<file path="src/rtl/control_unit.sv">
// Multi-cycle fetch/decode/execute sequencer for the 8-bit MCU.
// Moore control decode from the state register plus the opcode/field latch captured in S_DECODE.
module control_unit #(
    parameter int ALU_OP_W   = 4,
    parameter int REG_ADDR_W = 3
) (
    input  logic                  clk,
    input  logic                  reset,
    input  logic [7:0]            instruction,
    input  logic                  zero,
    input  logic                  carry,
    output logic                  reg_write,
    output logic [ALU_OP_W-1:0]   alu_op,
    output logic [1:0]            mux1_sel,
    output logic                  load_a,
    output logic                  load_b,
    output logic                  load_c,
    output logic                  load_ir,
    output logic                  load_flags,
    output logic                  load_data_reg,
    output logic                  mem_write,
    output logic                  load_pc,
    output logic                  inc_pc,
    output logic                  pc_sel,
    output logic                  io_enable,
    output logic                  io_write_enable,
    output logic [REG_ADDR_W-1:0] read_addr1,
    output logic [REG_ADDR_W-1:0] read_addr2,
    output logic [REG_ADDR_W-1:0] write_addr,
    output logic [7:0]            jump_address,
    output logic                  halted
);

    typedef enum logic [3:0] {
        S_RESET, S_FETCH, S_DECODE, S_EXEC, S_MEM, S_WB, S_JFETCH, S_JUMP, S_HALT
    } state_t;

    localparam logic [3:0] OP_NOP  = 4'h0;
    localparam logic [3:0] OP_LOAD = 4'h8;
    localparam logic [3:0] OP_RSVD = 4'h9;
    localparam logic [3:0] OP_IN   = 4'hA;
    localparam logic [3:0] OP_OUT  = 4'hB;
    localparam logic [3:0] OP_JMP  = 4'hC;
    localparam logic [3:0] OP_JZ   = 4'hD;
    localparam logic [3:0] OP_JC   = 4'hE;
    localparam logic [3:0] OP_HALT = 4'hF;

    state_t     r_state;
    state_t     w_next_state;
    logic [3:0] r_op_q;
    logic [1:0] r_ra_q;
    logic [1:0] r_rb_q;

    logic [3:0] w_op_live;
    logic       w_taken;

    assign w_op_live = instruction[7:4];

    // NOTE: sequential state uses non-blocking assignments so every register samples pre-edge values.
    always_ff @(posedge clk or negedge reset) begin
        if (!reset) begin
            r_state <= S_RESET;
            r_op_q  <= OP_NOP;
            r_ra_q  <= 2'b00;
            r_rb_q  <= 2'b00;
        end else begin
            r_state <= w_next_state;
            if (r_state == S_DECODE) begin
                r_op_q <= instruction[7:4];
                r_ra_q <= instruction[3:2];
                r_rb_q <= instruction[1:0];
            end
        end
    end

    always_comb begin
        w_taken = 1'b0;
        case (r_op_q)
            OP_JMP:  w_taken = 1'b1;
            OP_JZ:   w_taken = zero;
            OP_JC:   w_taken = carry;
            default: w_taken = 1'b0;
        endcase
    end

    // NOTE: every output gets a default first so no path through the case can infer a latch.
    always_comb begin
        w_next_state    = r_state;
        reg_write       = 1'b0;
        alu_op          = '0;
        mux1_sel        = 2'b00;
        load_a          = 1'b0;
        load_b          = 1'b0;
        load_c          = 1'b0;
        load_ir         = 1'b0;
        load_flags      = 1'b0;
        load_data_reg   = 1'b0;
        mem_write       = 1'b0;
        load_pc         = 1'b0;
        inc_pc          = 1'b0;
        pc_sel          = 1'b0;
        io_enable       = 1'b0;
        io_write_enable = 1'b0;
        halted          = 1'b0;
        read_addr1      = REG_ADDR_W'(r_ra_q);
        read_addr2      = REG_ADDR_W'(r_rb_q);
        write_addr      = REG_ADDR_W'(r_ra_q);
        jump_address    = instruction;

        case (r_state)
            S_RESET: begin
                read_addr1   = '0;
                read_addr2   = '0;
                write_addr   = '0;
                jump_address = '0;
                w_next_state = S_FETCH;
            end
            S_FETCH: begin
                load_ir      = 1'b1;
                inc_pc       = 1'b1;
                w_next_state = S_DECODE;
            end
            S_DECODE: begin
                // The field latch is not loaded yet, so addresses come straight from the IR.
                read_addr1 = REG_ADDR_W'(instruction[3:2]);
                read_addr2 = REG_ADDR_W'(instruction[1:0]);
                write_addr = REG_ADDR_W'(instruction[3:2]);
                load_a     = 1'b1;
                load_b     = 1'b1;
                case (w_op_live)
                    OP_NOP, OP_RSVD: w_next_state = S_FETCH;
                    OP_LOAD:         w_next_state = S_MEM;
                    OP_IN:           w_next_state = S_WB;
                    OP_OUT: begin
                        io_enable       = 1'b1;
                        io_write_enable = 1'b1;
                        w_next_state    = S_FETCH;
                    end
                    OP_JMP, OP_JZ, OP_JC: w_next_state = S_JFETCH;
                    OP_HALT:              w_next_state = S_HALT;
                    default:              w_next_state = S_EXEC;
                endcase
            end
            S_EXEC: begin
                alu_op       = ALU_OP_W'({1'b0, r_op_q[2:0]});
                load_c       = 1'b1;
                load_flags   = 1'b1;
                w_next_state = S_WB;
            end
            S_MEM: begin
                load_data_reg = 1'b1;
                w_next_state  = S_WB;
            end
            S_WB: begin
                reg_write = 1'b1;
                if (r_op_q == OP_LOAD) begin
                    mux1_sel = 2'b01;
                end else if (r_op_q == OP_IN) begin
                    mux1_sel  = 2'b10;
                    io_enable = 1'b1;
                end
                w_next_state = S_FETCH;
            end
            S_JFETCH: begin
                load_ir      = 1'b1;
                inc_pc       = 1'b1;
                w_next_state = S_JUMP;
            end
            S_JUMP: begin
                pc_sel       = w_taken;
                load_pc      = w_taken;
                w_next_state = S_FETCH;
            end
            S_HALT: begin
                halted       = 1'b1;
                read_addr1   = '0;
                read_addr2   = '0;
                write_addr   = '0;
                jump_address = '0;
                w_next_state = S_HALT;
            end
            default: w_next_state = S_RESET;
        endcase
    end

endmodule

</file>
<file path="config.mk">
export PLATFORM = sky130hd
export DESIGN_NAME = control_unit
export DESIGN_NICKNAME = d
export VERILOG_FILES = /design/src/rtl/control_unit.sv
export SDC_FILE = /design/constraint.sdc
export NUM_CORES = 1
export LEC_CHECK = 0
export ABC_AREA = 1
export ABC_CLOCK_PERIOD_IN_PS = 1440
export BUFFER_PORTS_ARGS = -buffer_cell sky130_fd_sc_hd__buf_4
export CAP_MARGIN = 20
export CORE_MARGIN = 2
export CORE_UTILIZATION = 45
export CTS_BUF_LIST = sky130_fd_sc_hd__clkbuf_8 sky130_fd_sc_hd__clkbuf_16
export DETAILED_ROUTE_END_ITERATION = 10
export PLACE_DENSITY = 0.89
export RECOVER_POWER = 100
export SKIP_LAST_GASP = 1
export SYNTH_ARGS = -nofsm -noshare
export SYNTH_HDL_FRONTEND = slang
export SYNTH_SLANG_ARGS = --single-unit
</file>
<file path="constraint.sdc">
create_clock -name clk -period 1.44 [get_ports clk]
set_clock_uncertainty 0.05 [all_clocks]
set_input_delay 0.144 -clock clk [delete_from_list [all_inputs] [get_ports clk]]
set_output_delay 0.144 -clock clk [all_outputs]
set_load 0.005 [all_outputs]
</file>
# After elaboration in Yosys (flattened, before gate mapping)
# Cells that the tools add are included.
# word_totals
wordCells	55
ff_bits	12
output_inout_bits	37
in_bits	12
# classes
n_mux	22
reduce_logical	8
n_eq_ne	21
# ops
cell	count
$eq 4x4->1 const B	14
$pmux 4 s6	1
$pmux 4 s5	1
$eq 4x3->1 const B	4
$mux 1	11
$reduce_or 3->1	3
$eq 4x2->1 const B	2
$logic_not 4->1	2
$mux 8	1
$pmux 2 s2	2
$mux 2	3
$reduce_or 2->1	3
$eq 4x1->1 const B	1
$mux 3	1
$pmux 1 s3	1
$pmux 1 s2	1

# Longest topological paths before layout
# depth
ltp_word	4
mapped_depth	7
depth_no_buf	7

# Worst setup path before layout
# No wires, ideal clock.
# synth_path
path_kind	flip-flop to output port
from	reg r_state[0]
to	out write_addr[0]
stages_incl_launch_ff	8
path_buffers	2
arrival_ns	1.150
required_time_ns	1.246
path_slack_ns	0.096
path_cell_list	dfrtp_1 > inv_2 > nand2_2 > nor2_4 > buf_12 > nand2_4 > o21ai_0 > buf_4
# synth_between
elab_chain_len	3
word_cells_on_any_way	5
cone_classes	eq/ne (2); mux (1); reduce/logical (2)
# synth_rtl
element	line	text
start, declared	48	state_t r_state;
start signal, assigned	67	r_state <= w_next_state;
$eq 4x4->1 / $logic_not 4->1 (equally long branches)	--	
$reduce_or 2->1 (no source line)	--	
$pmux 2 s2 (*)	--	
end, declared	29	output logic [REG_ADDR_W-1:0] write_addr,
# Mark *: on every way between the ends. The rest lies on a longest branch, timed or not.

# Final worst setup path
# layout_path
from	reg r_state[2]
to	out read_addr1[1]
# layout_between
elab_chain_len	3
word_cells_on_any_way	5
cone_classes	eq/ne (2); mux (1); reduce/logical (2)
# layout_rtl
element	line	text
$eq 4x4->1 / $logic_not 4->1 (equally long branches)	110	case (r_state)
$reduce_or 2->1 (no source line)	--	
$pmux 2 s2 (*)	110	
end, declared	27	output logic [REG_ADDR_W-1:0] read_addr1,
# Marks and branches as above.

==> impl_results.md <==
* Outcome: finished with violations
* Failing checks: negative setup slack
* Crit. End Element: output port
* Final wirelength at 3.173 mm
* Hold Path Class: in -> reg
* Syn Area/Cell at 6.868 um^2
* YS warnings at 0
* CTS Buf Count at 3
* Initial antenna violation count at 0
* Synthesized flop and latch total at 12
* Post-synthesis sequential area ratio at 31.45%
* Placed Area at 1235 um^2
* Fin crit share at 110.6%
* Setup Viol. Count Final at 31
* NumNets Final at 208
* Vias in the first global route at 1020
* Core area at 1982 um^2
* Pins Over Slew Limit at 0
* Final hold vios at 0
* I/O Pins at 49
* Filler cells at 121
* DP HPWL at 1.856 mm
* Placed Cells at 203
* Register area at 302.8 um^2
* RSZ-0062 raised after global routing: true
* Max-Cap Viols at 0
* Distinct cell type count after synthesis at 20
* Max VDD drop at 0.001297 V
* Avg Vias per Cell at 4.982
* Critical Path AT at 1.40 ns
* CTS tree: built
* Minimum clock period at 1.593 ns
* H-tree depth at 1
* CP Class: reg -> out
* PD cells at 1952 nW/um^2
* Starting Density at 48.17%
* Post-synthesis instance total at 139
* Mapped Area at 954.7 um^2
* Total GRT Usage at 23.02%
* Die height at 50.06 um
* Top cell type's share of synthesized area at 31.45%
* Die area at 2506 um^2
* Final setup margin at -0.1527 ns
* Top cells by area, synth: dfrtp_1 31%, nand2_1 11%, inv_1 10%, o21ai_2 9.2%, buf_4 8.7%
* Initial DRC Count at 39
* WHS Path Cells at 3
* Nature of the critical path startpoint: flop
* GP Congestion at 0.7583
* Via count at 1106
* ANT nets after route at 0
* Largest net degree at the start of global routing at 13
* Clock slew at reported path FFs at 0.06 ns
* Pre-antenna DRT Iters at 4
* Final antenna diode count at 0
* Die W at 50.06 um
* CTS Buffer Depth at 2
* Wire per inst at 14.29 um
* Area of the multi-input gates at 540.5 um^2
* Root buffer cell: clkbuf_8
* Final Non-Filler Cells at 222
* Skew-Pair Late Insertion Delay at 0.24 ns
* Worst Path Required at 1.25 ns
* First-pass GRT wire length at 4.367 mm
* Slew @ Worst Pin at 0.6810 ns
* Leakage Power at 0.8623 nW
* Layout area overhead at 60.55%
* Share of cells above drive strength 1 at 56.41%
* Sink Count at 12
* Area leader, netlist: dfrtp_1
* Slew HR at 54.60%
* Congestion Overflow GR at 0
* Min Hold Slack at 0.08163 ns
* Drt drc at 0
* Max Clock Freq at 627.9 MHz
* Rows at 16
* Crit-path max FO at 4
* FF-to-FF path depth at 8
* Number of port buffers at 43
* Final Instance Area at 1533 um^2
metal layers:
layer | global-route usage (%) | wire [um] | vias up
li1 | - | - | 510
met1 | 23.47 | 1138 | 531
met2 | 42.98 | 1733 | 53
met3 | 5.758 | 187 | 12
met4 | 10.65 | 114 | 0
met5 | 0 | 0 | -
layout make-up:
type	instances	area share, %
inverters	29	7.102
repair buffers	61	32.08
well taps	27	2.204
multi-input cells	89	35.27
flip-flops and latches	12	19.76
clock buffers	4	3.592
registers in the layout, indices dropped and copies added, names as in the netlist:
register / flops
r_rb_q: 2
r_op_q: 4
r_ra_q: 2
r_state: 4
placed cells by master (no fill, tap or decap):
cell	instances
o21ai_2	13
nor3_2	1
clkbuf_8	4
dlygate4sd3_1	1
buf_12	1
nor2_1	15
dfrtp_2	2
buf_6	6
nor2_4	5
nor2_2	3
o21ai_0	4
buf_4	52
clkbuf_1	1
nand2_4	4
nand2_1	22
inv_2	7
a21oi_1	1
inv_1	22
o21ai_1	2
nand2_2	7
nand3_1	2
nand3_2	5
dfrtp_1	10
conb_1	5
stage by stage:
stage	setup slack, ns	total power, mW	setup TNS (ns)	utilization (%)
after floorplan	0.09634	1.555	0	-
after global placement	0.07699	2.017	0	62.31
after detailed placement	0.001118	2.080	0	62.31
after CTS	-0.08922	2.694	-1.062	71.65
after global routing	-0.2128	3.190	-4.765	77.34
final	-0.1527	2.992	-2.740	77.34
power by group:
part           switching, mW  leakage [nW]  internal [mW]
registers              0.145         0.146          0.497
clock network          0.134        0.0288          0.242
logic                   1.05         0.687          0.927
repair_timing:
item / 4_1_cts / 5_1_grt
hold endpoints to repair: 12 / 0
pin swaps: 4 / 6
hold buffers: 1 / 0
gates resized for setup: 19 / 23
setup endpoints to repair: 27 / 32
setup buffers: 8 / 6
worst max-delay path, stage by stage, from the launching register on:
cell	delay, ns
dfrtp_2	0.47
inv_2	0.10
nand3_2	0.16
nand2_2	0.21
o21ai_2	0.08
buf_4	0.14
logic make-up after synthesis:
kind of cell | after synthesis | synth area share [%]
AOI/OAI and AO/OA | 20 | 14.42
other | 1 | 0.3928
and+or+nand+nor | 64 | 30.41
buffers and inverters | 42 | 23.33
DFF | 12 | 31.45
path summary, 6_finish.rpt:
check,startpoint,slack (ns),endpoint
min in group asynchronous,reset,0.42,r_ra_q[0]$_DFFE_PN0P_
max in group asynchronous,reset,0.45,r_state[0]$_DFF_PN0_
worst min-delay path,instruction[1],0.08,r_rb_q[1]$_DFFE_PN0P_
worst min register to register,r_op_q[1]$_DFFE_PN0P_,0.47,r_op_q[1]$_DFFE_PN0P_
worst max-delay path,r_state[2]$_DFF_PN0_,-0.15,read_addr1[1]
worst max register to register,r_state[2]$_DFF_PN0_,-0.02,r_state[0]$_DFF_PN0_
synthesized netlist by cell type (all sizes together):
| cell | instances |
|---|---|
| a21oi | 1 |
| buf | 13 |
| conb | 1 |
| dfrtp | 12 |
| inv | 29 |
| nand2 | 33 |
| nand3 | 7 |
| nor2 | 23 |
| nor3 | 1 |
| o21ai | 19 |
Note: power is estimated with default switching activity, not from simulation.
